<file path="config.mk">
export PLATFORM = sky130hd
export DESIGN_NAME = pc_jump_unit
export DESIGN_NICKNAME = d
export VERILOG_FILES = /design/src/rtl/pc_jump_unit_pkg.sv /design/src/rtl/pc_jump_unit_cond.sv /design/src/rtl/pc_jump_unit.sv
export SDC_FILE = /design/constraint.sdc
export NUM_CORES = 1
export LEC_CHECK = 0
export ABC_AREA = 1
export ABC_CLOCK_PERIOD_IN_PS = 2700
export BUFFER_PORTS_ARGS = -buffer_cell sky130_fd_sc_hd__buf_2
export CORE_ASPECT_RATIO = 0.9
export CORE_MARGIN = 4
export CORE_UTILIZATION = 55
export DETAILED_ROUTE_END_ITERATION = 7
export PLACE_DENSITY = 0.84
export SETUP_SLACK_MARGIN = 0.1
export SLEW_MARGIN = 20
export SYNTH_ARGS = -nofsm -noshare
export SYNTH_HDL_FRONTEND = slang
export SYNTH_SLANG_ARGS = --single-unit
</file>
<file path="constraint.sdc">
create_clock -name clk -period 2.7 [get_ports clk]
set_clock_uncertainty 0.1 [all_clocks]
set_input_delay 0.54 -clock clk [delete_from_list [all_inputs] [get_ports clk]]
set_output_delay 0.54 -clock clk [all_outputs]
set_load 0.01 [all_outputs]
</file>
<file path="src/rtl/pc_jump_unit_pkg.sv">
// Shared definitions for the program-counter / jump unit and the CPU decoder
// that reuses its branch-condition logic.
package pc_jump_unit_pkg;

   localparam int PC_W = 16;

   // Bit positions inside the instruction jump field {j1,j2,j3}
   localparam int JLT = 2;
   localparam int JEQ = 1;
   localparam int JGT = 0;

   typedef enum logic [1:0] {
      ST_BOOT = 2'd0,
      ST_RUN  = 2'd1,
      ST_HALT = 2'd2
   } state_t;

endpackage

</file>
<file path="src/rtl/pc_jump_unit_cond.sv">
// Branch condition evaluation from the ALU flags and the jump field.
// The zr=1/ng=1 combination is evaluated literally, with no special handling.
module jump_cond
   import pc_jump_unit_pkg::*;
(
   input  logic       zr,
   input  logic       ng,
   input  logic       is_c,
   input  logic [2:0] jmp,
   output logic       taken
);

   logic w_lt;
   logic w_eq;
   logic w_gt;

   assign w_lt  = jmp[JLT] & ng;
   assign w_eq  = jmp[JEQ] & zr;
   assign w_gt  = jmp[JGT] & ~zr & ~ng;
   assign taken = is_c & (w_lt | w_eq | w_gt);

endmodule

</file>
<file path="src/rtl/pc_jump_unit.sv">
// Program counter with conditional jump, a one-cycle boot slot after reset,
// and a sticky halt when a taken jump targets its own address.
module pc_jump_unit
   import pc_jump_unit_pkg::*;
(
   input  logic            clk,
   input  logic            reset,
   input  logic            zr,
   input  logic            ng,
   input  logic            is_c,
   input  logic [2:0]      jmp,
   input  logic [PC_W-1:0] target,
   input  logic            stall,
   output logic [PC_W-1:0] pc,
   output logic            fetch_valid,
   output logic            jump_taken,
   output logic            halted
);

   state_t          r_state;
   logic [PC_W-1:0] r_pc;
   logic            r_jump_taken;

   state_t          w_state_nxt;
   logic [PC_W-1:0] w_pc_nxt;
   logic            w_jump_nxt;
   logic            w_taken;

   jump_cond u_jump_cond (
      .zr    (zr),
      .ng    (ng),
      .is_c  (is_c),
      .jmp   (jmp),
      .taken (w_taken)
   );

   // A taken jump whose target equals the current pc is a self-loop: freeze there.
   always_comb begin
      w_state_nxt = r_state;
      w_pc_nxt    = r_pc;
      w_jump_nxt  = 1'b0;
      case (r_state)
         ST_BOOT: begin
            if (!stall) w_state_nxt = ST_RUN;
         end
         ST_RUN: begin
            if (!stall) begin
               w_jump_nxt = w_taken;
               if (w_taken) begin
                  w_pc_nxt = target;
                  if (target == r_pc) w_state_nxt = ST_HALT;
               end else begin
                  w_pc_nxt = r_pc + PC_W'(1);
               end
            end
         end
         ST_HALT: begin
            w_state_nxt = ST_HALT;
         end
         default: begin
            w_state_nxt = ST_BOOT;
            w_pc_nxt    = '0;
         end
      endcase
   end

   always_ff @(posedge clk or posedge reset) begin
      if (reset) begin
         r_state      <= ST_BOOT;
         r_pc         <= '0;
         r_jump_taken <= 1'b0;
      end else begin
         r_state      <= w_state_nxt;
         r_pc         <= w_pc_nxt;
         r_jump_taken <= w_jump_nxt;
      end
   end

   assign pc          = r_pc;
   assign jump_taken  = r_jump_taken;
   assign fetch_valid = (r_state == ST_RUN);
   assign halted      = (r_state == ST_HALT);

endmodule

</file>
==> results <==
- The flow ran to the end, and the final reports show no timing, DRC or antenna violations.
- The maximum number of buffers from clock root to sink is 2.
- The clock network latency to the later pin of the worst-skew pair is 0.31 ns.
- After detailed routing, the number of remaining DRC violations is 0.
- The signal arrival time at the worst endpoint is 1.21 ns.
- The floorplan step set the die width to 63.9 um.
- The height of the die is 58.3 um.
- Dividing the synthesized area by the synthesized cell count gives 6.37 um2.
- During placement, the flow inserted port buffers numbering 43.
- The maximum number of pins on one net before global-route repair is 20.
- The flip-flop and latch count after synthesis is 19.
- The placed wire-length estimate after detailed placement is 2800 um.
- The net count of the finished layout is 319.
- In this run the count of I/O pins placed on the die edge is 44.
- The cell family contributing the most delay on the critical path is flip-flops.
- The combinational family with the most area after synthesis is simple AND/OR/NAND/NOR gates.
- The largest driver fanout on the critical path is 5.
- The delay of the slowest cell on the worst path is 0.41 ns.
- Counting every net in the synthesized netlist gives 273.
- The biggest area consumer among synthesized cells is sky130_fd_sc_hd__dfrtp_1.
- In this run the remaining antenna-violating nets after routing total 0.
- In this run, the number of DRC markers left after iteration 0 of detailed routing was 96.
- In the global route stage, overall resource usage came out at 21.1%.
- Setup total negative slack on the finished layout was measured at 0 ns.
- In this run the standard cell core region covers 2570 um2.
- The CTS H-tree depth is 1.
- The number of vias per cell after detailed routing is 4.96.
- The origin of the critical flop-to-flop path is r_state[1]$_DFFE_PP0P_.
- The number of clock buffers added by TritonCTS is 3.
- The setup check on the worst reg-to-reg path leaves a slack of 1.01 ns.
- The via count of the first global-routing pass is 1428.
- The worst-case headroom to the max-slew limit is 50.0%.
- The critical path startpoint category is a flip-flop.
- Overall power consumption after layout is estimated at 1.48 mW.
- At the pin with the least slew margin, the transition time is 0.750 ns.
- The area growth from synthesis to layout is 18.4%.
- The count of yosys warnings during synthesis is 0.
- The category of the most critical setup path is reg -> out.
- The worst setup path is captured at an output port.
- The initial antenna violation count was 0.
- The highest ir drop seen on vdd is 0.408 mV.
- The worst reg-to-reg path cell count is 6.
- Sorting the synthesized cells by area gives the leading types as sky130_fd_sc_hd__dfrtp_1 (31%), sky130_fd_sc_hd__nand2_1 (17%), sky130_fd_sc_hd__inv_1 (9.7%).
- The highest achievable clock rate is 541 MHz.
- The cell count after synthesis is 243.
- The TritonCTS clock tree is built.
- The root buffer selected by CTS is sky130_fd_sc_hd__clkbuf_4.
- After routing the design area is 1830 um2.
- The smallest clock period supported by the final layout is computed as 1.85 ns.
- The number of placement rows is 17.
- The tree built by TritonCTS fans out to 19 sinks.
- Of the total synthesized cell area, the portion taken by full adders, half adders and majority gates is 4.04%.
- Of the cells placed in the final design, the portion with a size suffix greater than 1 is 21.2%.
- The share of synthesized cell area in and, or, nand and nor gates is 34.6%.
- The starting density of the core is 60.1%.
- Routability-driven placement finished with a final weighted congestion of 0.847.
- The classification of the worst-slack hold path is in -> async.
- The die area is 3730 um2.
- Of the post-synthesis cell area, the dominant cell type holds 30.7%.
- Summing the areas of all compound-gate instances in the mapped netlist gives 14.8% of the synthesized area.
- The max-slew violation count is 0.
- The power density of the placed cells is 809 nW/um2.
- The post-synthesis mux area share is 0%.
- The register clock-pin slew on the reported worst setup and hold paths is 0.12 ns.
- The placed instances occupy a cell area of 1800 um2.
- The number of setup buffers added after CTS is 0.
- After Yosys synthesis, XOR and XNOR cells account for 4.53% of the synthesized area.
- In this run, distinct cell masters in the synthesized netlist total 25.
- The first detailed-routing pass ran for 4 iterations.
- The residual overflow from global routing is 0.
- The final number of hold-violating endpoints is 0.
- The number of inserted diodes is 0.
- Summed over all cells, the static leakage comes to 1.02 nW.
- The final setup violation count is 0.
- Traced cell by cell, the critical path runs through inv_1 -> ha_1 -> buf_2.
- Across the run, the number of max-cap violations was 0.
- The number of gates given a new drive strength after cts is 0.
- The tightest hold path in the finished design has a slack of 0.235 ns.
- The final cycle utilization of the critical path is 68.4%.
- The cell area that synthesis handed to floorplanning was 1550 um2.
- The first global-routing pass estimated 6270 um of wire.
- Together, buffers and inverters on the worst path number 2.
- The number of vias after detailed routing is 1617.
- Setup repair after global routing left no endpoint under its margin.
- In this run the critical register-to-register path is captured at pc[15]$_DFFE_PP0P_.
- At the worst endpoint, the required time is 2.06 ns.
- The average routed wire per standard cell is 11.2 um.
- The wire length after detailed routing is 3640 um.
- The number of hold buffers added after cts is 0.
- The cell at the slowest stage of the critical path is sky130_fd_sc_hd__dfrtp_1.
- The sequential share of the synthesized area is 30.7%.
-- layer usage --
layer | GRT usage, % | vias up | share of wire [%]
met5 | 0 | - | 0
met4 | 6.15 | 0 | 0.96
met3 | 4.01 | 4 | 6.3
met2 | 35.9 | 51 | 46
met1 | 27.3 | 703 | 47
li1 | - | 859 | -
-- through the flow --
step	cells	util (%)	setup WS (ns)
detailed placement	322	70.1	0.729
global placement	322	70.1	0.808
CTS	326	71.2	0.833
global route	326	71.2	0.767
floorplan	243	-	1.08
finish	326	71.2	0.852
-- flip-flops by register name (all words and copies together), names as in the netlist --
register and cells:
jump_taken 1, pc 16, r_state 2
-- how the worst max path moves through the flow --
stage	from	endpoint	slack (ns)	depth (start not counted)
3_5_place_dp	zr	pc[1]$_DFFE_PP0P_	0.73	9
2_1_floorplan	r_state[1]$_DFFE_PP0P_	pc[4]$_DFFE_PP0P_	1.08	8
4_1_cts	r_state[1]$_DFFE_PP0P_	fetch_valid	0.83	3
3_3_place_gp	zr	pc[1]$_DFFE_PP0P_	0.81	9
5_1_grt	r_state[1]$_DFFE_PP0P_	fetch_valid	0.77	3
6_report	r_state[1]$_DFFE_PP0P_	fetch_valid	0.85	3
-- area by class of cell --
type                    instances  area, um2
flip-flops and latches         19        475
inverters                      41        154
clock inverters                 1       5.00
fillers                       233        742
repair buffers                 45        230
well taps                      38       47.5
clock buffers                   3       22.5
multi-input cells             179        897
-- worst reg2reg max path, delay by kind of cell, from the launching register on --
| family | cells | cell delay [ns] |
|---|---|---|
| buffers and inverters | 2 | 0.49 |
| flip-flops | 1 | 0.39 |
| adder cells (fa/ha/maj) | 1 | 0.23 |
| AND/OR/NAND/NOR | 2 | 0.20 |
| AO/OA/AOI/OAI | 1 | 0.15 |
-- cells in the mapped netlist (all sizes together) --
cell / count
nand2: 75
inv: 40
nor2: 30
o21ai: 25
dfrtp: 19
nand3: 18
o22ai: 9
ha: 5
xor2: 5
a21oi: 4
buf: 3
xnor2: 3
o211ai: 2
clkbuf: 1
clkinv: 1
nor3: 1
o221ai: 1
or2: 1
-- cell usage in the layout (no fill, tap or decap), types with 3 or more instances in the layout --
cell	instances
sky130_fd_sc_hd__ha_1	5
sky130_fd_sc_hd__nand2_1	72
sky130_fd_sc_hd__nand3_1	16
sky130_fd_sc_hd__o21ai_1	4
sky130_fd_sc_hd__nor2_2	3
sky130_fd_sc_hd__nor2_1	25
sky130_fd_sc_hd__xnor2_1	3
sky130_fd_sc_hd__inv_1	40
sky130_fd_sc_hd__a21oi_1	4
sky130_fd_sc_hd__nand2_2	3
sky130_fd_sc_hd__buf_2	43
sky130_fd_sc_hd__xor2_1	5
sky130_fd_sc_hd__clkbuf_4	3
sky130_fd_sc_hd__dfrtp_1	19
sky130_fd_sc_hd__o22ai_1	9
sky130_fd_sc_hd__o21ai_0	20
-- logic make-up after synthesis --
logic type	count (synthesis)
compound gates	41
xor+xnor	8
fa+ha+maj	5
buf+inv	45
flops	19
simple gates	125
-- where the power goes --
part / internal (mW) / switching [mW] / total, mW
Combinational: 0.303 / 0.488 / 0.791
Clock: 0.0554 / 0.0982 / 0.154
Sequential: 0.391 / 0.145 / 0.536
Total: 0.750 / 0.731 / 1.48
Power figures use the tool's default switching activity.
